<file path="src/rtl/hamming_pkg.sv">
// Shared Hamming code geometry: parity-bit count, code width and data-bit placement.
// Positions are 1-based with parity bits at powers of two; used by encoder and decoder.
package hamming_pkg;

  function automatic bit is_pow2(input int x);
    return (x > 0) && ((x & (x - 1)) == 0);
  endfunction

  // Smallest p with 2**p >= dw + p + 1.
  function automatic int calc_p(input int dw);
    int p;
    p = 0;
    for (int i = 30; i >= 1; i--) begin
      if ((1 << i) >= dw + i + 1) p = i;
    end
    return p;
  endfunction

  function automatic int calc_code_width(input int dw);
    return dw + calc_p(dw);
  endfunction

  // 1-based code position holding payload bit j.
  function automatic int data_pos(input int j);
    int n;
    int r;
    n = 0;
    r = 0;
    for (int pos = 1; pos <= 2 * j + 4; pos++) begin
      if (!is_pow2(pos)) begin
        if (n == j && r == 0) r = pos;
        n++;
      end
    end
    return r;
  endfunction

  localparam int DEFAULT_DATA_WIDTH = 8;
  localparam int DEFAULT_P          = calc_p(DEFAULT_DATA_WIDTH);
  localparam int DEFAULT_CODE_WIDTH = calc_code_width(DEFAULT_DATA_WIDTH);

endpackage

</file>
<file path="src/rtl/hamming_syndrome.sv">
// Combinational syndrome: XOR of the 1-based positions of all set code bits.
// Zero latency; no handshake.
module hamming_syndrome
  import hamming_pkg::*;
#(
  parameter int CODE_WIDTH = DEFAULT_CODE_WIDTH,
  parameter int P          = DEFAULT_P
) (
  input  logic [CODE_WIDTH-1:0] code_i,
  output logic [P-1:0]          syn_o
);

  always_comb begin
    syn_o = '0;
    for (int ci = 1; ci <= CODE_WIDTH; ci++) begin
      if (code_i[ci-1]) syn_o = syn_o ^ P'(ci);
    end
  end

endmodule

</file>
<file path="src/rtl/hamming_decoder_pipe.sv">
// Two-stage SEC Hamming decoder (S1 syndrome, S2 correct/extract), 2-cycle latency, 1 word/clk.
// Backpressure: in_ready follows out_ready combinationally; stalled outputs hold stable.
module hamming_decoder_pipe
  import hamming_pkg::*;
#(
  parameter int  DATA_WIDTH = 8,
  parameter int  CNT_WIDTH  = 16,
  localparam int P          = calc_p(DATA_WIDTH),
  localparam int CODE_WIDTH = DATA_WIDTH + P
) (
  input  logic                  clk,
  input  logic                  rst_n,
  input  logic                  in_valid,
  output logic                  in_ready,
  input  logic [CODE_WIDTH-1:0] code_in,
  output logic                  out_valid,
  input  logic                  out_ready,
  output logic [DATA_WIDTH-1:0] data_out,
  output logic                  err_corr,
  output logic                  err_uncorr,
  output logic [CNT_WIDTH-1:0]  corr_cnt,
  output logic [CNT_WIDTH-1:0]  uncorr_cnt,
  output logic [P-1:0]          last_syn,
  input  logic                  cnt_clr
);

  localparam logic [P-1:0] CW_SYN = P'(CODE_WIDTH);

  logic                  ready_q;
  logic                  s1_valid_q, s1_valid_d;
  logic [DATA_WIDTH-1:0] s1_raw_q, s1_raw_d, raw_w, fixed_w;
  logic [P-1:0]          s1_syn_q, s1_syn_d, syn_w;
  logic                  out_valid_q, out_valid_d;
  logic                  err_corr_q, err_corr_d, err_uncorr_q, err_uncorr_d;
  logic [DATA_WIDTH-1:0] data_q, data_d;
  logic [CNT_WIDTH-1:0]  corr_cnt_q, corr_cnt_d, uncorr_cnt_q, uncorr_cnt_d;
  logic [P-1:0]          last_syn_q, last_syn_d;
  logic                  s2_adv, s1_adv, in_xfer, syn_corr, syn_uncorr;

  hamming_syndrome #(.CODE_WIDTH(CODE_WIDTH), .P(P)) u_syn (
    .code_i (code_in),
    .syn_o  (syn_w)
  );

  // Parity bits are fully consumed by the syndrome, so S1 keeps only payload positions.
  // A syndrome pointing at a parity position therefore leaves the payload untouched.
  for (genvar j = 0; j < DATA_WIDTH; j++) begin : g_data
    localparam int POS = data_pos(j);
    assign raw_w[j]   = code_in[POS-1];
    assign fixed_w[j] = s1_raw_q[j] ^ (syn_corr && (s1_syn_q == P'(POS)));
  end

  assign s2_adv     = !out_valid_q || out_ready;
  assign s1_adv     = s1_valid_q && s2_adv;
  assign in_ready   = ready_q && (!s1_valid_q || s2_adv);
  assign in_xfer    = in_valid && in_ready;
  assign syn_corr   = (s1_syn_q != '0) && (s1_syn_q <= CW_SYN);
  assign syn_uncorr = (s1_syn_q > CW_SYN);

  always_comb begin
    s1_valid_d   = in_ready ? in_valid : s1_valid_q;
    s1_raw_d     = in_xfer ? raw_w : s1_raw_q;
    s1_syn_d     = in_xfer ? syn_w : s1_syn_q;
    out_valid_d  = s2_adv ? s1_valid_q : out_valid_q;
    data_d       = data_q;
    err_corr_d   = err_corr_q;
    err_uncorr_d = err_uncorr_q;
    corr_cnt_d   = corr_cnt_q;
    uncorr_cnt_d = uncorr_cnt_q;
    last_syn_d   = last_syn_q;
    if (s1_adv) begin
      data_d       = fixed_w;
      err_corr_d   = syn_corr;
      err_uncorr_d = syn_uncorr;
    end
    // Statistics move only on the S1->S2 transfer; a coincident clear drops the event.
    if (cnt_clr) begin
      corr_cnt_d   = '0;
      uncorr_cnt_d = '0;
      last_syn_d   = '0;
    end else if (s1_adv) begin
      if (syn_corr && (corr_cnt_q != '1))     corr_cnt_d   = corr_cnt_q + CNT_WIDTH'(1);
      if (syn_uncorr && (uncorr_cnt_q != '1)) uncorr_cnt_d = uncorr_cnt_q + CNT_WIDTH'(1);
      if (s1_syn_q != '0)                     last_syn_d   = s1_syn_q;
    end
  end

  always_ff @(posedge clk or negedge rst_n) begin
    if (!rst_n) begin
      ready_q      <= 1'b0;
      s1_valid_q   <= 1'b0;
      s1_raw_q     <= '0;
      s1_syn_q     <= '0;
      out_valid_q  <= 1'b0;
      data_q       <= '0;
      err_corr_q   <= 1'b0;
      err_uncorr_q <= 1'b0;
      corr_cnt_q   <= '0;
      uncorr_cnt_q <= '0;
      last_syn_q   <= '0;
    end else begin
      ready_q      <= 1'b1;
      s1_valid_q   <= s1_valid_d;
      s1_raw_q     <= s1_raw_d;
      s1_syn_q     <= s1_syn_d;
      out_valid_q  <= out_valid_d;
      data_q       <= data_d;
      err_corr_q   <= err_corr_d;
      err_uncorr_q <= err_uncorr_d;
      corr_cnt_q   <= corr_cnt_d;
      uncorr_cnt_q <= uncorr_cnt_d;
      last_syn_q   <= last_syn_d;
    end
  end

  assign out_valid  = out_valid_q;
  assign data_out   = data_q;
  assign err_corr   = err_corr_q;
  assign err_uncorr = err_uncorr_q;
  assign corr_cnt   = corr_cnt_q;
  assign uncorr_cnt = uncorr_cnt_q;
  assign last_syn   = last_syn_q;

endmodule

</file>
<file path="config.mk">
export PLATFORM = sky130hd
export DESIGN_NAME = hamming_decoder_pipe
export DESIGN_NICKNAME = d
export VERILOG_FILES = /design/src/rtl/hamming_pkg.sv /design/src/rtl/hamming_syndrome.sv /design/src/rtl/hamming_decoder_pipe.sv
export SDC_FILE = /design/constraint.sdc
export NUM_CORES = 1
export LEC_CHECK = 0
export BUFFER_PORTS_ARGS = -buffer_cell sky130_fd_sc_hd__buf_2
export CAP_MARGIN = 20
export CORE_ASPECT_RATIO = 0.75
export CORE_MARGIN = 4
export CORE_UTILIZATION = 59
export CTS_BUF_LIST = sky130_fd_sc_hd__clkbuf_16
export CTS_CLUSTER_DIAMETER = 80
export DETAILED_ROUTE_END_ITERATION = 16
export GPL_TIMING_DRIVEN = 0
export PLACE_DENSITY = 0.85
export SLEW_MARGIN = 15
export SYNTH_ARGS = -nofsm -noshare
export SYNTH_HDL_FRONTEND = slang
export SYNTH_SLANG_ARGS = --single-unit
</file>
<file path="constraint.sdc">
create_clock -name clk -period 6 [get_ports clk]
set_input_delay 1.2 -clock clk [delete_from_list [all_inputs] [get_ports clk]]
set_output_delay 1.2 -clock clk [all_outputs]
set_load 0.05 [all_outputs]
</file>
# Word level (Yosys, flattened, before mapping)
# Index checks and enable logic that the tools add are counted.
[totals] register_bits=61 output_inout_bits=48
[op_classes] eq_ne=10 order_cmp=2 n_reduce_logical=26 bitwise=19 n_addsub=2 muxes=21
[op_table] cell="16-bit two-way mux" count=6
[op_table] cell="16-bit by 1-bit adder with 16-bit output, second input constant" count=2
[op_table] cell="4-bit two-way mux" count=8
[op_table] cell="16-bit != test, second input constant" count=2
[op_table] cell="4-bit equality test, second input constant" count=4
[op_table] cell="1-bit logical AND" count=14
[op_table] cell="4-bit by 3-bit equality test with 1-bit output, second input constant" count=3
[op_table] cell="3-bit two-way mux" count=4
[op_table] cell="2-bit inverter" count=6
[op_table] cell="2-bit nonzero test" count=4
[op_table] cell="1-bit XOR" count=8
[op_table] cell="3-bit inverter" count=2
[op_table] cell="2-bit AND reduction" count=3
[op_table] cell="4-bit by 2-bit equality test with 1-bit output, second input constant" count=1
[op_table] cell="4-bit > comparator, second input constant" count=1
[op_table] cell="4-bit <= comparator, second input constant" count=1
[op_table] cell="2-bit two-way mux" count=2
[op_table] cell="4-bit nonzero test" count=1
[op_table] cell="1-bit inverter, first input constant" count=3
[op_table] cell="1-bit logical NOT" count=2
[op_table] cell="1-bit logical OR" count=2
[op_table] cell="1-bit two-way mux" count=1

# Depth between registers and ports, before layout
[depth] word_depth=20 ltp_mapped=7 mapped_depth_nobuf=6

# By module
# A second synthesis with hierarchy kept.
[hier_totals] hier_cells=304 area_unflattened_um2=3106.7
[modules_own_cells] mod="hamming_decoder_pipe" seq_area_each_um2=1526.5 n_inst=1 cells_per_inst=293 area_per_inst_um2=2941.6
[modules_own_cells] mod="hamming_syndrome" seq_area_each_um2=0.0 n_inst=1 cells_per_inst=11 area_per_inst_um2=165.2

# Worst setup path after synthesis
# OpenSTA, ideal clock, no wires.
[synth_timing] kind="input-to-output" from="input out_ready" to="output in_ready" required_ns=4.800 path_buffers=0 t_arrival_ns=2.491 path_slack_ns=2.309 stages=2 path_cell_list="nor2b_1 -> a21boi_0"
[synth_via] elab_chain_cells=3
[synth_rtl] item="start: declaration" line="hamming_decoder_pipe.sv:17" text="input logic out_ready,"
[synth_rtl] item="1-bit logical OR" line="hamming_decoder_pipe.sv:53" text="assign s2_adv = !out_valid_q || out_ready;"
[synth_rtl] item="1-bit logical OR" line="hamming_decoder_pipe.sv:55" text="assign in_ready = ready_q && (!s1_valid_q || s2_adv);"
[synth_rtl] item="1-bit logical AND" line="hamming_decoder_pipe.sv:55"
[synth_rtl] item="end: declaration" line="hamming_decoder_pipe.sv:14" text="output logic in_ready,"
# No other way between the ends.

# Worst setup path in the final report
# Same ends and word-level chain as after synthesis.

==> impl_metrics.env <==
export IMPL_vias=2620
export IMPL_netlist_area_mm2=0.00307
export IMPL_hold_path_class="flop to flop"
export IMPL_max_freq_ghz=0.304
export IMPL_synth_adder_area_share_pct=0.816
export IMPL_place_hpwl_mm=5.15
export IMPL_holdWs_ns=0.480
export IMPL_worstPathCellList="buf_2, nor2b_1, a21boi_0, buf_2"
export IMPL_ys_warn_count=0
export IMPL_rsz0062_at_grt="false"
export IMPL_p_int_uw=874
export IMPL_finalClockSkew_ns=0.00716
export IMPL_cts_sinks=61
export IMPL_path_common_cell="buf_2"
export IMPL_layout_commonest_cell="buf_2"
export IMPL_hold_violations=0
export IMPL_htree_levels=3
export IMPL_p_seq_share_pct=39.0
export IMPL_synth_mux_area_share_pct=4.37
export IMPL_rr_worst_depth=7
export IMPL_nFillCells=347
export IMPL_ys_seq_area_share_pct=49.8
export IMPL_synth_edff_count=0
export IMPL_io_buffer_count=64
export IMPL_postCtsSetupBuffers=0
export IMPL_synth_top_family_by_area="simple AND/OR/NAND/NOR gates"
export IMPL_wl_per_cell_um=16.4
export IMPL_dieArea_mm2=0.00642
export IMPL_power_total_uw=1330
export IMPL_drt_initial_drc_count=202
export IMPL_cts_buffer_depth=2
export IMPL_arrival_ns=2.09
export IMPL_synth_nets=331
export IMPL_final_nets=406
export IMPL_crit_path_end_kind="primary output"
export IMPL_multi_input_area_mm2=0.00148
export IMPL_wl_mm=7.41
export IMPL_post_synth_top_area_cell="dfrtp_1"
export IMPL_most_common_layout_cells="buf_2, dfrtp_1, nand2_1, xnor2_1, nor2_1"
export IMPL_cellLeakagePower_uw=0.00172
export IMPL_io_pins=65
export IMPL_synth_area_per_cell_um2=9.83
export IMPL_drc=0
export IMPL_crit_slowest_cell="a21boi_0"
export IMPL_synth_cell_types=42
export IMPL_r2r_slack_ns=3.88
export IMPL_grt_pass1_vias=2595
export IMPL_pwr_share_clk_pct=36.5
export IMPL_synth_top_flop_cell="dfrtp_1"
export IMPL_vdd_drop_max_mv=0.261
export IMPL_p_sw_uw=457
export IMPL_crit_type="input pin to primary output"
export IMPL_die_height_um=70.4
export IMPL_grt_ovfl_total=0
export IMPL_fin_crit_ns=3.29
export IMPL_holdPathStages=2
export IMPL_syn_to_final_growth_pct=22.2
export IMPL_gp_congestion=0.832
export IMPL_tightest_slew_ns=0.742
export IMPL_final_seq_area_mm2=0.00153
export IMPL_tns_ns=0
export IMPL_start_kind="input pin"
export IMPL_antenna_cells=0
export IMPL_synth_compound_area_share_pct=8.73
export IMPL_grt_pass1_wl_mm=12.8
export IMPL_synth_cells=312
export IMPL_synth_seq_cells=61
export IMPL_drv_cap=0
export IMPL_synthArstFlopShare_pct=100
export IMPL_finalSetupViolCount=0
export IMPL_slew_headroom_pct=50.5
export IMPL_track_usage_pct=25.3
export IMPL_antenna_found_initial=0
export IMPL_synth_top_cell_area_share_pct=49.8
export IMPL_core_area_mm2=0.00495
export IMPL_grt_max_degree=62
export IMPL_drive_above_1_share_pct=25.0
export IMPL_power_share_combinational_pct=24.5
export IMPL_max_stage_delay_ns=0.38
export IMPL_die_width_um=91.2
export IMPL_routed_top_layer="met4"
export IMPL_power_density_mw_per_mm2=355
export IMPL_initial_utilization_pct=61.9
export IMPL_clk_latency_ns=0.33
export IMPL_yosys_area_share_simple_pct=22.9
export IMPL_wl_met2_mm=3.42
export IMPL_fin_util_pct=75.6
export IMPL_crit_fanout=4
export IMPL_dr_pass1_iters=4
export IMPL_wl_met1_mm=3.32
export IMPL_cts_hold_buf=0
export IMPL_post_cts_resized=0
export IMPL_path_clk_slew_ns=0.05
export IMPL_ant_nets=0
export IMPL_cts_root_buf="clkbuf_16"
export IMPL_sw_frac_of_total_pct=34.4
export IMPL_numCtsBuffers=9
export IMPL_ys_top_cells_by_area="dfrtp_1, xnor2_1, nand2_1"
export IMPL_cts_tree="done"
export IMPL_critPathRequiredTime_ns=4.80
export IMPL_synth_xor_area_share_pct=11.4
export IMPL_outcome="complete, no violations"
export IMPL_final_period_utilization_pct=54.9
export IMPL_vias_per_cell=5.80
export IMPL_report_final_slew_viol_count=0
export IMPL_met3_length_um=581
export IMPL_std_cell_rows=22
-- through the flow --
| step | cells | cell area, um2 | worst slack (ns) |
|---|---|---|---|
| final | 452 | 3750 | 2.71 |
| after global routing | 452 | 3750 | 2.61 |
| after CTS | 452 | 3750 | 2.74 |
| after detailed placement | 436 | 3460 | 2.74 |
| after global placement | 436 | 3460 | 2.77 |
| after floorplan | 312 | 3070 | 2.31 |
-- layer usage --
layer,track usage [%],up-vias
li1,-,1237
met1,34.8,1252
met2,38.8,121
met3,6.89,10
met4,8.19,0
met5,0,-
-- cell usage after synthesis, types with 2 or more instances --
library cell	count
nor3b_1	2
clkbuf_1	6
nand3_1	9
nor2b_1	4
a41o_1	2
o21ai_0	20
nand4_1	10
xnor2_1	34
ha_1	2
nand2_1	38
or4_1	4
o31ai_1	2
nand2b_1	5
and4_1	2
nor3_1	14
nor2_1	32
a21oi_1	13
dfrtp_1	61
mux2_2	11
and3_1	4
inv_1	3
buf_2	2
xor2_1	6
or3_1	6
nor4_1	3
-- power groups by stage --
stage	clock, uW	combinational, uW	sequential, uW
2_1_floorplan	0	121	632
3_3_place_gp	0	317	519
3_5_place_dp	0	325	524
4_1_cts	496	328	518
5_1_grt	512	351	527
6_report	485	326	519
-- sequential cells by signal, indices dropped and copies added, names as in the netlist, 4 cells and up --
register	flops
corr_cnt	16
uncorr_cnt	16
data_out	8
s1_raw_q	8
last_syn	4
s1_syn_q	4
-- final timing paths --
path                                   from        endpoint
worst max register to register  corr_cnt[0]    corr_cnt[13]
min in group asynchronous             rst_n  uncorr_cnt[13]
worst max-delay path              out_ready        in_ready
worst min register to register  data_out[3]     data_out[3]
max in group asynchronous             rst_n     last_syn[2]
worst min-delay path            data_out[3]     data_out[3]
-- cell type report --
cell class | instances | area share, %
multi-input combinational | 239 | 39.6
tap | 60 | 2.00
buffer | 9 | 1.17
clock inverter | 7 | 1.54
sequential | 61 | 40.7
timing repair buffer | 64 | 8.62
clock buffer | 9 | 6.01
inverter | 3 | 0.301
-- logic make-up (layout without fill, tap and decap cells) --
kind of cell	count (synthesis)	after routing
compound gates	45	45
buf+inv	12	92
flops	61	61
other cells	1	1
mux	12	12
simple gates	139	139
fa+ha+maj	2	2
xor+xnor	40	40
-- worst max-delay path: cells and delay by family --
| kind | cells | cell delay, ns |
|---|---|---|
| AOI/OAI and AO/OA | 1 | 0.38 |
| and+or+nand+nor | 1 | 0.07 |
| buffers and inverters | 2 | 0.45 |
Note: power is estimated with default switching activity, not from simulation.
